[src/rtl/alu_pkg.sv]
// alu_pkg: shared opcode encoding, flag bit positions and multiplier iteration count.
// Latency: n/a (constants only).
// Backpressure: n/a.
package alu_pkg;

  typedef enum logic [3:0] {
    OP_PASS_A = 4'b0000,
    OP_PASS_B = 4'b0001,
    OP_NOT_A  = 4'b0010,
    OP_NOT_B  = 4'b0011,
    OP_ADD    = 4'b0100,
    OP_ADC    = 4'b0101,
    OP_SUB    = 4'b0110,
    OP_AND    = 4'b0111,
    OP_OR     = 4'b1000,
    OP_XOR    = 4'b1001,
    OP_LSL    = 4'b1010,
    OP_LSR    = 4'b1011,
    OP_ASR    = 4'b1100,
    OP_ROL    = 4'b1101,
    OP_ROR    = 4'b1110,
    OP_MUL    = 4'b1111
  } op_e;

  // Flags vector layout {Z,C,N,O}
  localparam int FLAG_Z = 3;
  localparam int FLAG_C = 2;
  localparam int FLAG_N = 1;
  localparam int FLAG_O = 0;

  // One shift-add step per multiplier bit
  localparam int MUL_ITER = 8;

endpackage

[src/rtl/alu_mul_seq.sv]
// alu_mul_seq: 8x8 unsigned shift-add multiplier, one partial product per clock.
// Latency: product valid (o_done high) in the MUL_ITER-th cycle after the start edge.
// Backpressure: i_start ignored while o_busy; o_done/o_product are combinational on the last step.
module alu_mul_seq
  import alu_pkg::*;
(
  input  logic        clk,
  input  logic        rst_n,
  input  logic        i_start,
  input  logic [7:0]  i_a,
  input  logic [7:0]  i_b,
  output logic        o_busy,
  output logic        o_done,
  output logic [15:0] o_product
);

  logic        r_busy;
  logic [3:0]  r_cnt;
  logic [15:0] r_mcand;
  logic [7:0]  r_mplier;
  logic [15:0] r_acc;
  logic [15:0] w_acc_nxt;
  logic        w_last;

  // Accumulator after the current step; on the last step this is the full product
  always_comb begin
    w_acc_nxt = r_acc + (r_mplier[0] ? r_mcand : 16'd0);
    w_last    = r_busy && (r_cnt == 4'(MUL_ITER - 1));
  end

  assign o_busy    = r_busy;
  assign o_done    = w_last;
  assign o_product = w_acc_nxt;

  // Load operands on start, then shift multiplicand left / multiplier right each step
  always_ff @(posedge clk or negedge rst_n) begin
    if (!rst_n) begin
      r_busy   <= 1'b0;
      r_cnt    <= 4'd0;
      r_mcand  <= 16'd0;
      r_mplier <= 8'd0;
      r_acc    <= 16'd0;
    end else if (!r_busy) begin
      if (i_start) begin
        r_busy   <= 1'b1;
        r_cnt    <= 4'd0;
        r_mcand  <= {8'd0, i_a};
        r_mplier <= i_b;
        r_acc    <= 16'd0;
      end
    end else begin
      r_acc    <= w_acc_nxt;
      r_mcand  <= {r_mcand[14:0], 1'b0};
      r_mplier <= {1'b0, r_mplier[7:1]};
      r_cnt    <= r_cnt + 4'd1;
      if (w_last) begin
        r_busy <= 1'b0;
      end
    end
  end

endmodule

[src/rtl/alu_unit.sv]
// alu_unit: 8-bit ALU with registered OutALU/Flags{Z,C,N,O}; FunSel=1111 is MUL when ALU_MUL_EN is defined, else a no-op.
// Latency: single-cycle ops update at the accepting edge (done next cycle); MUL completes 8 edges after acceptance.
// Backpressure: start is ignored while busy; a start in the done cycle is accepted.
module alu_unit
  import alu_pkg::*;
(
  input  logic       clk,
  input  logic       rst_n,
  input  logic [7:0] A,
  input  logic [7:0] B,
  input  logic [3:0] FunSel,
  input  logic       start,
  input  logic       WF,
  output logic [7:0] OutALU,
  output logic [3:0] Flags,
  output logic       busy,
  output logic       done
);

  logic       w_accept;
  logic       w_is_mul;
  logic       w_busy;
  logic [7:0] w_res;
  logic       w_c;
  logic       w_o;
  logic       w_wr;
  logic [8:0] w_sum;
  logic [3:0] w_flags_nxt;

  assign w_accept = start && !w_busy;
  assign busy     = w_busy;

`ifdef ALU_MUL_EN
  logic        r_wf;
  logic        w_mul_done;
  logic [15:0] w_prod;
  logic [3:0]  w_mul_flags;

  assign w_is_mul = (FunSel == OP_MUL);

  alu_mul_seq u_mul (
    .clk       (clk),
    .rst_n     (rst_n),
    .i_start   (w_accept && w_is_mul),
    .i_a       (A),
    .i_b       (B),
    .o_busy    (w_busy),
    .o_done    (w_mul_done),
    .o_product (w_prod)
  );

  // MUL flags: Z/N from low byte, C marks a nonzero high byte, O untouched
  always_comb begin
    w_mul_flags         = Flags;
    w_mul_flags[FLAG_Z] = (w_prod[7:0] == 8'd0);
    w_mul_flags[FLAG_N] = w_prod[7];
    w_mul_flags[FLAG_C] = |w_prod[15:8];
  end

  // Remember the flag-write request for the MUL in flight
  always_ff @(posedge clk or negedge rst_n) begin
    if (!rst_n) begin
      r_wf <= 1'b0;
    end else if (w_accept && w_is_mul) begin
      r_wf <= WF;
    end
  end
`else
  assign w_is_mul = 1'b0;
  assign w_busy   = 1'b0;
`endif

  // Single-cycle datapath: result plus candidate C/O (held unless the op defines them)
  always_comb begin
    w_res = OutALU;
    w_c   = Flags[FLAG_C];
    w_o   = Flags[FLAG_O];
    w_wr  = 1'b1;
    w_sum = 9'd0;
    case (op_e'(FunSel))
      OP_PASS_A: w_res = A;
      OP_PASS_B: w_res = B;
      OP_NOT_A:  w_res = ~A;
      OP_NOT_B:  w_res = ~B;
      OP_ADD: begin
        w_sum = {1'b0, A} + {1'b0, B};
        w_res = w_sum[7:0];
        w_c   = w_sum[8];
        w_o   = (A[7] == B[7]) && (w_sum[7] != A[7]);
      end
      OP_ADC: begin
        w_sum = {1'b0, A} + {1'b0, B} + {8'd0, Flags[FLAG_C]};
        w_res = w_sum[7:0];
        w_c   = w_sum[8];
        w_o   = (A[7] == B[7]) && (w_sum[7] != A[7]);
      end
      OP_SUB: begin
        // Two's-complement subtract; carry-out set means no borrow
        w_sum = {1'b0, A} + {1'b0, ~B} + 9'd1;
        w_res = w_sum[7:0];
        w_c   = w_sum[8];
        w_o   = (A[7] != B[7]) && (w_sum[7] != A[7]);
      end
      OP_AND: w_res = A & B;
      OP_OR:  w_res = A | B;
      OP_XOR: w_res = A ^ B;
      OP_LSL: begin
        w_res = {A[6:0], 1'b0};
        w_c   = A[7];
      end
      OP_LSR: begin
        w_res = {1'b0, A[7:1]};
        w_c   = A[0];
      end
      OP_ASR: begin
        w_res = {A[7], A[7:1]};
        w_c   = A[0];
      end
      OP_ROL: begin
        w_res = {A[6:0], Flags[FLAG_C]};
        w_c   = A[7];
      end
      OP_ROR: begin
        w_res = {Flags[FLAG_C], A[7:1]};
        w_c   = A[0];
      end
      default: w_wr = 1'b0;  // OP_MUL: handled by the sequencer or a no-op
    endcase
    w_flags_nxt         = Flags;
    w_flags_nxt[FLAG_Z] = (w_res == 8'd0);
    w_flags_nxt[FLAG_C] = w_c;
    w_flags_nxt[FLAG_N] = w_res[7];
    w_flags_nxt[FLAG_O] = w_o;
  end

  // Result/flag registers and the one-cycle done pulse
  always_ff @(posedge clk or negedge rst_n) begin
    if (!rst_n) begin
      OutALU <= 8'd0;
      Flags  <= 4'd0;
      done   <= 1'b0;
    end else begin
      done <= 1'b0;
      if (w_accept && !w_is_mul) begin
        done <= 1'b1;
        if (w_wr) begin
          OutALU <= w_res;
          if (WF) begin
            Flags <= w_flags_nxt;
          end
        end
      end
`ifdef ALU_MUL_EN
      if (w_mul_done) begin
        OutALU <= w_prod[7:0];
        done   <= 1'b1;
        if (r_wf) begin
          Flags <= w_mul_flags;
        end
      end
`endif
    end
  end

endmodule

[config.mk]
export PLATFORM = sky130hd
export DESIGN_NAME = alu_unit
export DESIGN_NICKNAME = d
export VERILOG_FILES = /design/src/rtl/alu_pkg.sv /design/src/rtl/alu_mul_seq.sv /design/src/rtl/alu_unit.sv
export SDC_FILE = /design/constraint.sdc
export NUM_CORES = 1
export LEC_CHECK = 0
export CAP_MARGIN = 5
export CELL_PAD_IN_SITES_DETAIL_PLACEMENT = 1
export CELL_PAD_IN_SITES_GLOBAL_PLACEMENT = 2
export CORE_ASPECT_RATIO = 0.8
export CORE_MARGIN = 3
export CORE_UTILIZATION = 35
export DETAILED_ROUTE_END_ITERATION = 10
export GPL_TIMING_DRIVEN = 0
export PLACE_DENSITY = 0.87
export SYNTH_ARGS = -nofsm -noshare
export SYNTH_HDL_FRONTEND = slang
export SYNTH_SLANG_ARGS = --single-unit
export TNS_END_PERCENT = 5
[constraint.sdc]
create_clock -name clk -period 6.2 [get_ports clk]
set_input_delay 0.62 -clock clk [delete_from_list [all_inputs] [get_ports clk]]
set_output_delay 0.62 -clock clk [all_outputs]
set_load 0.02 [all_outputs]
==> flow_results.org, run 1 <==
** Synth
- Share of the synthesized area in the top cell type :: 11.6%
- Each instance of the synthesized netlist takes up on average 7.38 sq um.
- By area the synthesized netlist is led by sky130_fd_sc_hd__dfrtp_1 (12%), sky130_fd_sc_hd__ha_1 (12%), sky130_fd_sc_hd__a21oi_1 (4.6%).
- Distinct cell type count of the synthesized netlist :: 72
- Yosys mapped a number of flops with a built-in enable equal to 0.
- The largest total area in the synthesized netlist belongs to sky130_fd_sc_hd__dfrtp_1.
- In the synthesized netlist the async set-or-reset flop fraction comes to 100%.
- Synthesized Nets :: 432
- Among all flip-flop cells after synthesis, the most frequent one is sky130_fd_sc_hd__dfrtp_1.
- Mapped Cells :: 380
- Synth warn :: 0
- The synthesized netlist occupies a cell area of 2800 sq um.
- The share of the Yosys chip area taken by registers is 11.6%.
- After synthesis the netlist holds a flip-flop and latch count of 13.

** Route
- After detailed routing, the number of vias per cell comes to 6.09.
- The final layout contains routed wiring with a total length of 11.4 mm.
- Drt first pass iters :: 5
- The detail route stage leaves a number of antenna-violating nets equal to 0.
- In this run, the number of DRC markers left after iteration 0 of detailed routing was 250.
- Count of vias placed by the detailed router :: 3,202
- After detailed routing, the number of remaining DRC violations is 0.
- Avg WL per Cell :: 21.7 microns

** Clock tree
- After clock tree synthesis, the clock-pin slew on the worst setup and hold paths is 0.06 ns.
- CTS placed an instance of sky130_fd_sc_hd__clkbuf_8 at the clock tree root.
- H-tree levels :: 1
- At the later pin of the worst-skew pair, clock insertion delay measures 0.25 ns.
- Cts hold-fix bufs :: 0
- TritonCTS created 3 clock buffers.
- Post-CTS timing repair inserted 0 buffers for setup.
- In this run, post-CTS repair resized a total of 0 instances.
- Counting along the longest clock path gives a buffer depth of 2.
- TritonCTS built the clock tree.
- Counting every sink on the clock net gives 13.

** GRT
- Global routing finished with a remaining overflow of 0.
- The first global-routing pass estimated 18.0 mm of wire.
- Number of global-route vias before repair :: 3,181
- Entering global routing, the biggest net connects 14 pins.
- Global routing used 24.9% of the available tracks across all layers.
- The initial antenna violation count came to 0.

** Floorplan
- Count of pins on the block boundary :: 38
- Row Count :: 28
- Die area :: 9120 sq um
- Die W :: 106 microns
- Core area :: 7600 sq um
- Initial Utilization :: 36.9%
- The floorplan step set the die height to 86.0 microns.

** Power
- Pwr per Cell Area :: 154 nW/um^2
- Total power for the finished layout comes to 515 uW.
- Largest voltage drop on the vdd net :: 0.0943 mV
- Summed over all cells, the static leakage comes to 0.00136 uW.

** STA
- Total count of hold-check failures in the final report :: 0
- Number of pins with negative max-slew slack in the final report :: 0
- Setup repair after global routing left no endpoint under its margin.
- Worst setup margin :: 1.94 ns
- After layout, the minimum clock period comes to 4.26 ns.
- The tightest hold path in the finished design has a slack of 0.503 ns.
- Measured against its own limit, the worst slew margin works out to 50.5%.
- Fmax :: 0.235 GHz
- For the pin with the worst max-slew slack, the measured transition is 0.741 ns.
- For the final database, setup skew stands at 0.000880 ns.
- Dividing the final minimum period by the clock period gives 68.7%.
- In the final timing run, aggregate negative setup slack is 0 ns.
- Final setup violation count :: 0

** Hold path
- Class of the tightest hold or removal check :: register to register

** Final layout
- Summing all flip-flop and latch instances after layout gives 325 sq um.
- The post-route netlist has 10.9% of its cells at a drive strength greater than 1.
- Final-stage net count :: 474
- The repair_antennas step left the layout with diodes totalling 0.
- Compared with the post-synthesis result, the final layout area differs by 19.6%.
- Footprint of the multi-input gates :: 2250 sq um
- Total of fill cells in the finished design :: 990

** Place
- Post-place setup slack :: 1.73 ns
- Final weighted congestion in routability-driven placement :: 0.885
- Number of buffer cells added on primary ports :: 36
- HPWL after detailed placement :: 9.00 mm

** Critical path
- Max FO, Critical Path :: 9
- Flop-to-flop setup slack :: 3.23 ns
- Data required time at the worst endpoint :: 6.36 ns
- Data arrival time at the worst-slack endpoint :: 4.42 ns
- STA classifies the critical path startpoint as an input pin.
- The worst setup path is captured at a register.
- Crit Path Category :: input pin to register

** Run status
- The run finished with clean final reports.

** Job
- Across the run, the number of max-cap violations was 0.
synthesized netlist by cell type (all sizes together) (9+ instances only):
cell   number
nor2       31
xnor2      14
buf        24
dfrtp      13
ha         26
nand3      12
inv        26
nand2      28
o21ai      18
a21oi      26
mux2        9
nor2b      15
cell usage in the layout (no fill, tap or decap), drive strengths merged, types with 4 or more instances in the layout:
master and instances:
dfrtp 13, a221oi 8, xnor2 14, o21a 5, o21ai 18, clkdlybuf4s50 36, a21oi 26, o22ai 8
o31ai 4, mux2i 4, nand3b 6, buf 25, nand2 28, a211oi 7, inv 26, nor2 31
xor2 5, o211ai 5, nand2b 5, or2 4, a22oi 5, nand3 12, nor2b 15, ha 26
clkbuf 8, and2 4, mux2 9, nor3 6
flip-flops by register name (all words and copies together), names as in the netlist:
signal / count
OutALU: 8
done: 1
Flags: 4
critical path, stage by stage:
cell	delay (ns)
sky130_fd_sc_hd__clkdlybuf4s50_1	0.71
sky130_fd_sc_hd__inv_1	0.24
sky130_fd_sc_hd__fa_1	0.60
sky130_fd_sc_hd__inv_1	0.07
sky130_fd_sc_hd__ha_1	0.25
sky130_fd_sc_hd__xor2_1	0.17
sky130_fd_sc_hd__a221o_1	0.35
sky130_fd_sc_hd__a2111oi_2	0.51
sky130_fd_sc_hd__o2111ai_1	0.22
sky130_fd_sc_hd__a221oi_1	0.34
sky130_fd_sc_hd__nand3_1	0.14
sky130_fd_sc_hd__o31ai_2	0.20
worst paths after layout:
kind / from / to / cells after the start
max: A[1] / Flags[3] / 12
min: Flags[3] / Flags[3] / 2
max reg2reg: Flags[2] / Flags[3] / 9
min reg2reg: Flags[3] / Flags[3] / 2
max in group asynchronous: rst_n / Flags[0] / 1
min in group asynchronous: rst_n / OutALU[6] / 1
logic make-up after synthesis:
| kind of cell | after synthesis | synth area share [%] |
|---|---|---|
| buffers and inverters | 54 | 8.48 |
| AO/OA/AOI/OAI | 125 | 32.0 |
| multiplexers | 14 | 5.85 |
| XOR/XNOR | 19 | 5.94 |
| adder cells (fa/ha/maj) | 28 | 13.0 |
| flip-flops | 13 | 11.6 |
| other | 1 | 0.134 |
| AND/OR/NAND/NOR | 126 | 23.0 |
metrics by stage:
step           std cells  utilization, %  instance area, sq um
6_report             526            44.1                  3350
5_1_grt              526            44.1                  3350
4_1_cts              526            44.1                  3350
3_5_place_dp         522            43.5                  3310
3_3_place_gp         521            43.3                  3290
2_1_floorplan        380               -                  2800
cell type report:
type,instances,share of cell area (%)
multi-input combinational,313,67.0
timing repair buffer,37,11.0
sequential,13,9.70
buffer,28,4.18
tap,105,3.92
inverter,26,2.91
clock buffer,4,1.34
power by group:
part | internal, uW | switching [uW]
combinational | 136 | 185
sequential | 101 | 12.3
clock | 45.6 | 34.7
metal layers:
metal / track usage [%] / part of all wire, % / vias to the layer above
li1: - / - / 1479
met1: 37.5 / 48 / 1581
met2: 37.1 / 42 / 132
met3: 5.04 / 8.7 / 10
met4: 4.00 / 0.96 / 0
met5: 0 / 0 / -
No activity file was read; power rests on OpenSTA's default activity.
==> inputs of run 2 (changes only) <==
--- a/config.mk
+++ b/config.mk
@@ -10,10 +10,10 @@
 export CELL_PAD_IN_SITES_GLOBAL_PLACEMENT = 2
 export CORE_ASPECT_RATIO = 0.8
 export CORE_MARGIN = 3
-export CORE_UTILIZATION = 35
+export CORE_UTILIZATION = 29
 export DETAILED_ROUTE_END_ITERATION = 10
 export GPL_TIMING_DRIVEN = 0
-export PLACE_DENSITY = 0.87
+export PLACE_DENSITY = 0.76
 export SYNTH_ARGS = -nofsm -noshare
 export SYNTH_HDL_FRONTEND = slang
 export SYNTH_SLANG_ARGS = --single-unit
==> constraint.sdc (replaced) <==
create_clock -name clk -period 3.51 [get_ports clk]
set_input_delay 0.351 -clock clk [delete_from_list [all_inputs] [get_ports clk]]
set_output_delay 0.351 -clock clk [all_outputs]
set_load 0.02 [all_outputs]
==> flow_results.org, run 2 (synthesis results as in run 1) <==
** Run status
- The run finished with clean final reports.

** Floorplan
- Die area :: 10,900 sq um (+19%)
- Count of pins on the block boundary :: 38 (unchanged)
- The height of the die is 93.9 microns (+9.2%).
- The x dimension of the die is 116 microns (+9.3%).
- The starting density of the core came to 30.4% (-6.5 points).
- Row Count :: 31 (+11%)
- The area of the core came to 9230 sq um (+21%).

** Clock tree
- Cts bufs inserted :: 3 (unchanged)
- Library cell used as clock root buffer :: sky130_fd_sc_hd__clkbuf_16
- TritonCTS built the clock tree.
- Num Clock Sinks :: 13 (unchanged)
- The number of H-tree levels came to 1 (unchanged).
- The clock latency reported for the late side of the worst-skew pair came to 0.24 ns (about the same).
- Clock transition at the registers of the reported paths :: 0.05 ns (about the same)
- The maximum clock insertion buffer count was 2 (unchanged).

** STA
- Worst Hold Slack :: 0.495 ns (-0.00769 ns)
- Setup skew after layout :: 0.00143 ns (+0.000551 ns)
- Max-slew headroom :: 52.9% (+2.4 points)
- The hold violation count in the final report was 0 (unchanged).
- RSZ-0062 raised after global routing :: no
- Final setup violation count :: 0 (unchanged)
- Final clock period utilization by the worst path :: 93.8%
- Number of pins with negative max-slew slack in the final report :: 0 (unchanged)
- Fmax :: 0.304 GHz
- Worst-margin pin slew :: 0.705 ns (-0.0362 ns)
- Min Clock Period, post-route :: 3.29 ns

** GRT
- Largest net degree at the start of global routing :: 14 (unchanged)
- Number of global-route vias before repair :: 3,074 (-3.4%)
- The total grt overflow came to 0 (unchanged).
- The initial antenna violation count was 0 (unchanged).
- Global-route wire length before repair :: 18.0 mm (about the same)
- Total track usage :: 21.3% (-3.7 points)

** Final layout
- Most used cells in the layout excluding fill and tap cells :: sky130_fd_sc_hd__clkdlybuf4s50_1 (31), sky130_fd_sc_hd__nor2_1 (30), sky130_fd_sc_hd__nand2_1 (28)
- Largest registers in the final layout :: OutALU (8), Flags (4), done (1)
- The layout filler cell count is 1,149 (+16%).
- Register with the most flip-flops :: OutALU
- The library cell used most frequently in the layout, excluding fill and tap cells, is sky130_fd_sc_hd__clkdlybuf4s50_1.
- Final-stage net count :: 475 (+0.21%)
- Share of the core filled with cells in the final layout :: 37.6% (-6.6 points)
- Final Instance Area :: 3470 sq um (+3.4%)
- The number of flip-flops under the largest register name came to 8 (unchanged).
- Number of inserted diodes :: 0 (unchanged)
- Layout cell share with drive strength beyond 1 :: 13.3% (+2.3 points)
- The area growth from synthesis to layout is 23.7%.

** Critical path
- Data required time at the worst endpoint :: 3.63 ns (-2.73 ns)
- Data arrival time at the worst-slack endpoint :: 3.41 ns (-1.01 ns)
- STA classifies the critical path startpoint as an input pin.
- Max FO, Critical Path :: 10 (+1)
- Crit Path Category :: input pin to register
- The register-to-register path setup slack was 0.70 ns (-2.53 ns).
- CP endpoint kind :: register

** Route
- The violation count after the first detailed-route iteration is 259 (+3.6%).
- Remaining antenna violation count after routing :: 0 (unchanged)
- Total routed wirelength :: 11.6 mm (+1.3%)
- The number of remaining DRC errors is 0 (unchanged).
- Drt first pass iters :: 5 (unchanged)
- The routed length per instance came to 21.5 microns (-0.77%).
- The total number of vias is 3,132 (-2.2%).
- The mean number of vias per cell is 5.83 (-4.2%).

** Place
- Number of buffer cells added on primary ports :: 36 (unchanged)
- HPWL after detailed placement :: 9.31 mm (+3.5%)
- The last weighted congestion value of the routability-driven placer was 0.904 (+2.2%).
- The placed instance area was 3320 sq um (+0.38%).

** Power
- The switching power as a share of total power is 42.2% (-2.9 points).
- Power share of the sequential group :: 20.1% (-1.9 points)
- The internal power consumption came to 579 uW (+100%).
- The worst voltage drop across the vdd grid came to 0.161 mV (+71%).
- Switching component of the power :: 422 uW (+82%)
- The power per unit of standard cell area is 289 nW/um^2 (+88%).
- Combinational power share :: 58.2% (-4.2 points)
- Part of the power in the clock network :: 21.6% (+6.0 points)
- Static power due to leakage :: 0.00142 uW (+4.7%)

** Hold path
- The tightest min-delay check is of the input pin to asynchronous set/reset pin type.

** Job
- The max-capacitance violation count came to 0 (unchanged).
[run 2: final cells by class]
class	count	area (sq um)	share of cell area (%)
Buffer	28	140	4.04
Inverter	26	97.6	2.81
Tap cell	115	144	4.15
Clock buffer	4	78.8	2.27
Multi-Input combinational cell	313	2310	66.6
Timing Repair Buffer	38	373	10.8
Sequential cell	13	325	9.38
[run 2: layer usage]
layer / part of all wire (%) / up-vias / global-route usage (%)
li1: - / 1480 / -
met1: 51 / 1553 / 33.5
met2: 42 / 95 / 30.9
met3: 6.6 / 4 / 3.67
met4: 0.42 / 0 / 1.64
met5: 0 / - / 0
[run 2: timing repair]
action | 4_1_cts | 5_1_grt
setup buffers | 1 | 0
hold buffers | 0 | 0
pin swaps | 1 | 1
gates resized for setup | 9 | 9
cloned | 0 | 0
endpoints found under the setup margin | 4 | 4
[run 2: power by group through the flow]
stage	clock network (uW)	registers, uW	logic (uW)
global placement	0	201	553
floorplan	0	234	313
detailed placement	0	203	561
CTS	219	202	576
global route	228	205	631
finish	217	202	583
[run 2: path summary, 6_finish.rpt]
check | startpoint | endpoint | depth (start not counted)
worst max-delay path | A[7] | OutALU[7] | 11
worst min-delay path | rst_n | OutALU[0] | 1
worst max register to register | Flags[2] | Flags[3] | 9
worst min register to register | Flags[0] | Flags[0] | 1
max in group asynchronous | rst_n | OutALU[5] | 1
min in group clk | Flags[0] | Flags[0] | 1
[run 2: worst max-delay path: stages]
cell                              delay (ns)
sky130_fd_sc_hd__clkdlybuf4s50_1        0.53
sky130_fd_sc_hd__clkbuf_1               0.50
sky130_fd_sc_hd__inv_1                  0.19
sky130_fd_sc_hd__ha_1                   0.32
sky130_fd_sc_hd__clkbuf_1               0.23
sky130_fd_sc_hd__a22o_1                 0.26
sky130_fd_sc_hd__a21oi_1                0.15
sky130_fd_sc_hd__o311ai_0               0.22
sky130_fd_sc_hd__a21oi_1                0.22
sky130_fd_sc_hd__o31ai_2                0.13
sky130_fd_sc_hd__mux2_2                 0.30
[run 2: per-stage QoR]
| step | worst slack [ns] | cells | total power [uW] | TNS, ns |
|---|---|---|---|---|
| after floorplan | 0.658 | 380 | 546 | 0 |
| after global placement | -0.727 | 531 | 754 | -2.32 |
| after detailed placement | -0.725 | 532 | 764 | -2.16 |
| after CTS | 0.0381 | 537 | 997 | 0 |
| after global routing | 0.0317 | 537 | 1060 | 0 |
| final | 0.219 | 537 | 1000 | 0 |
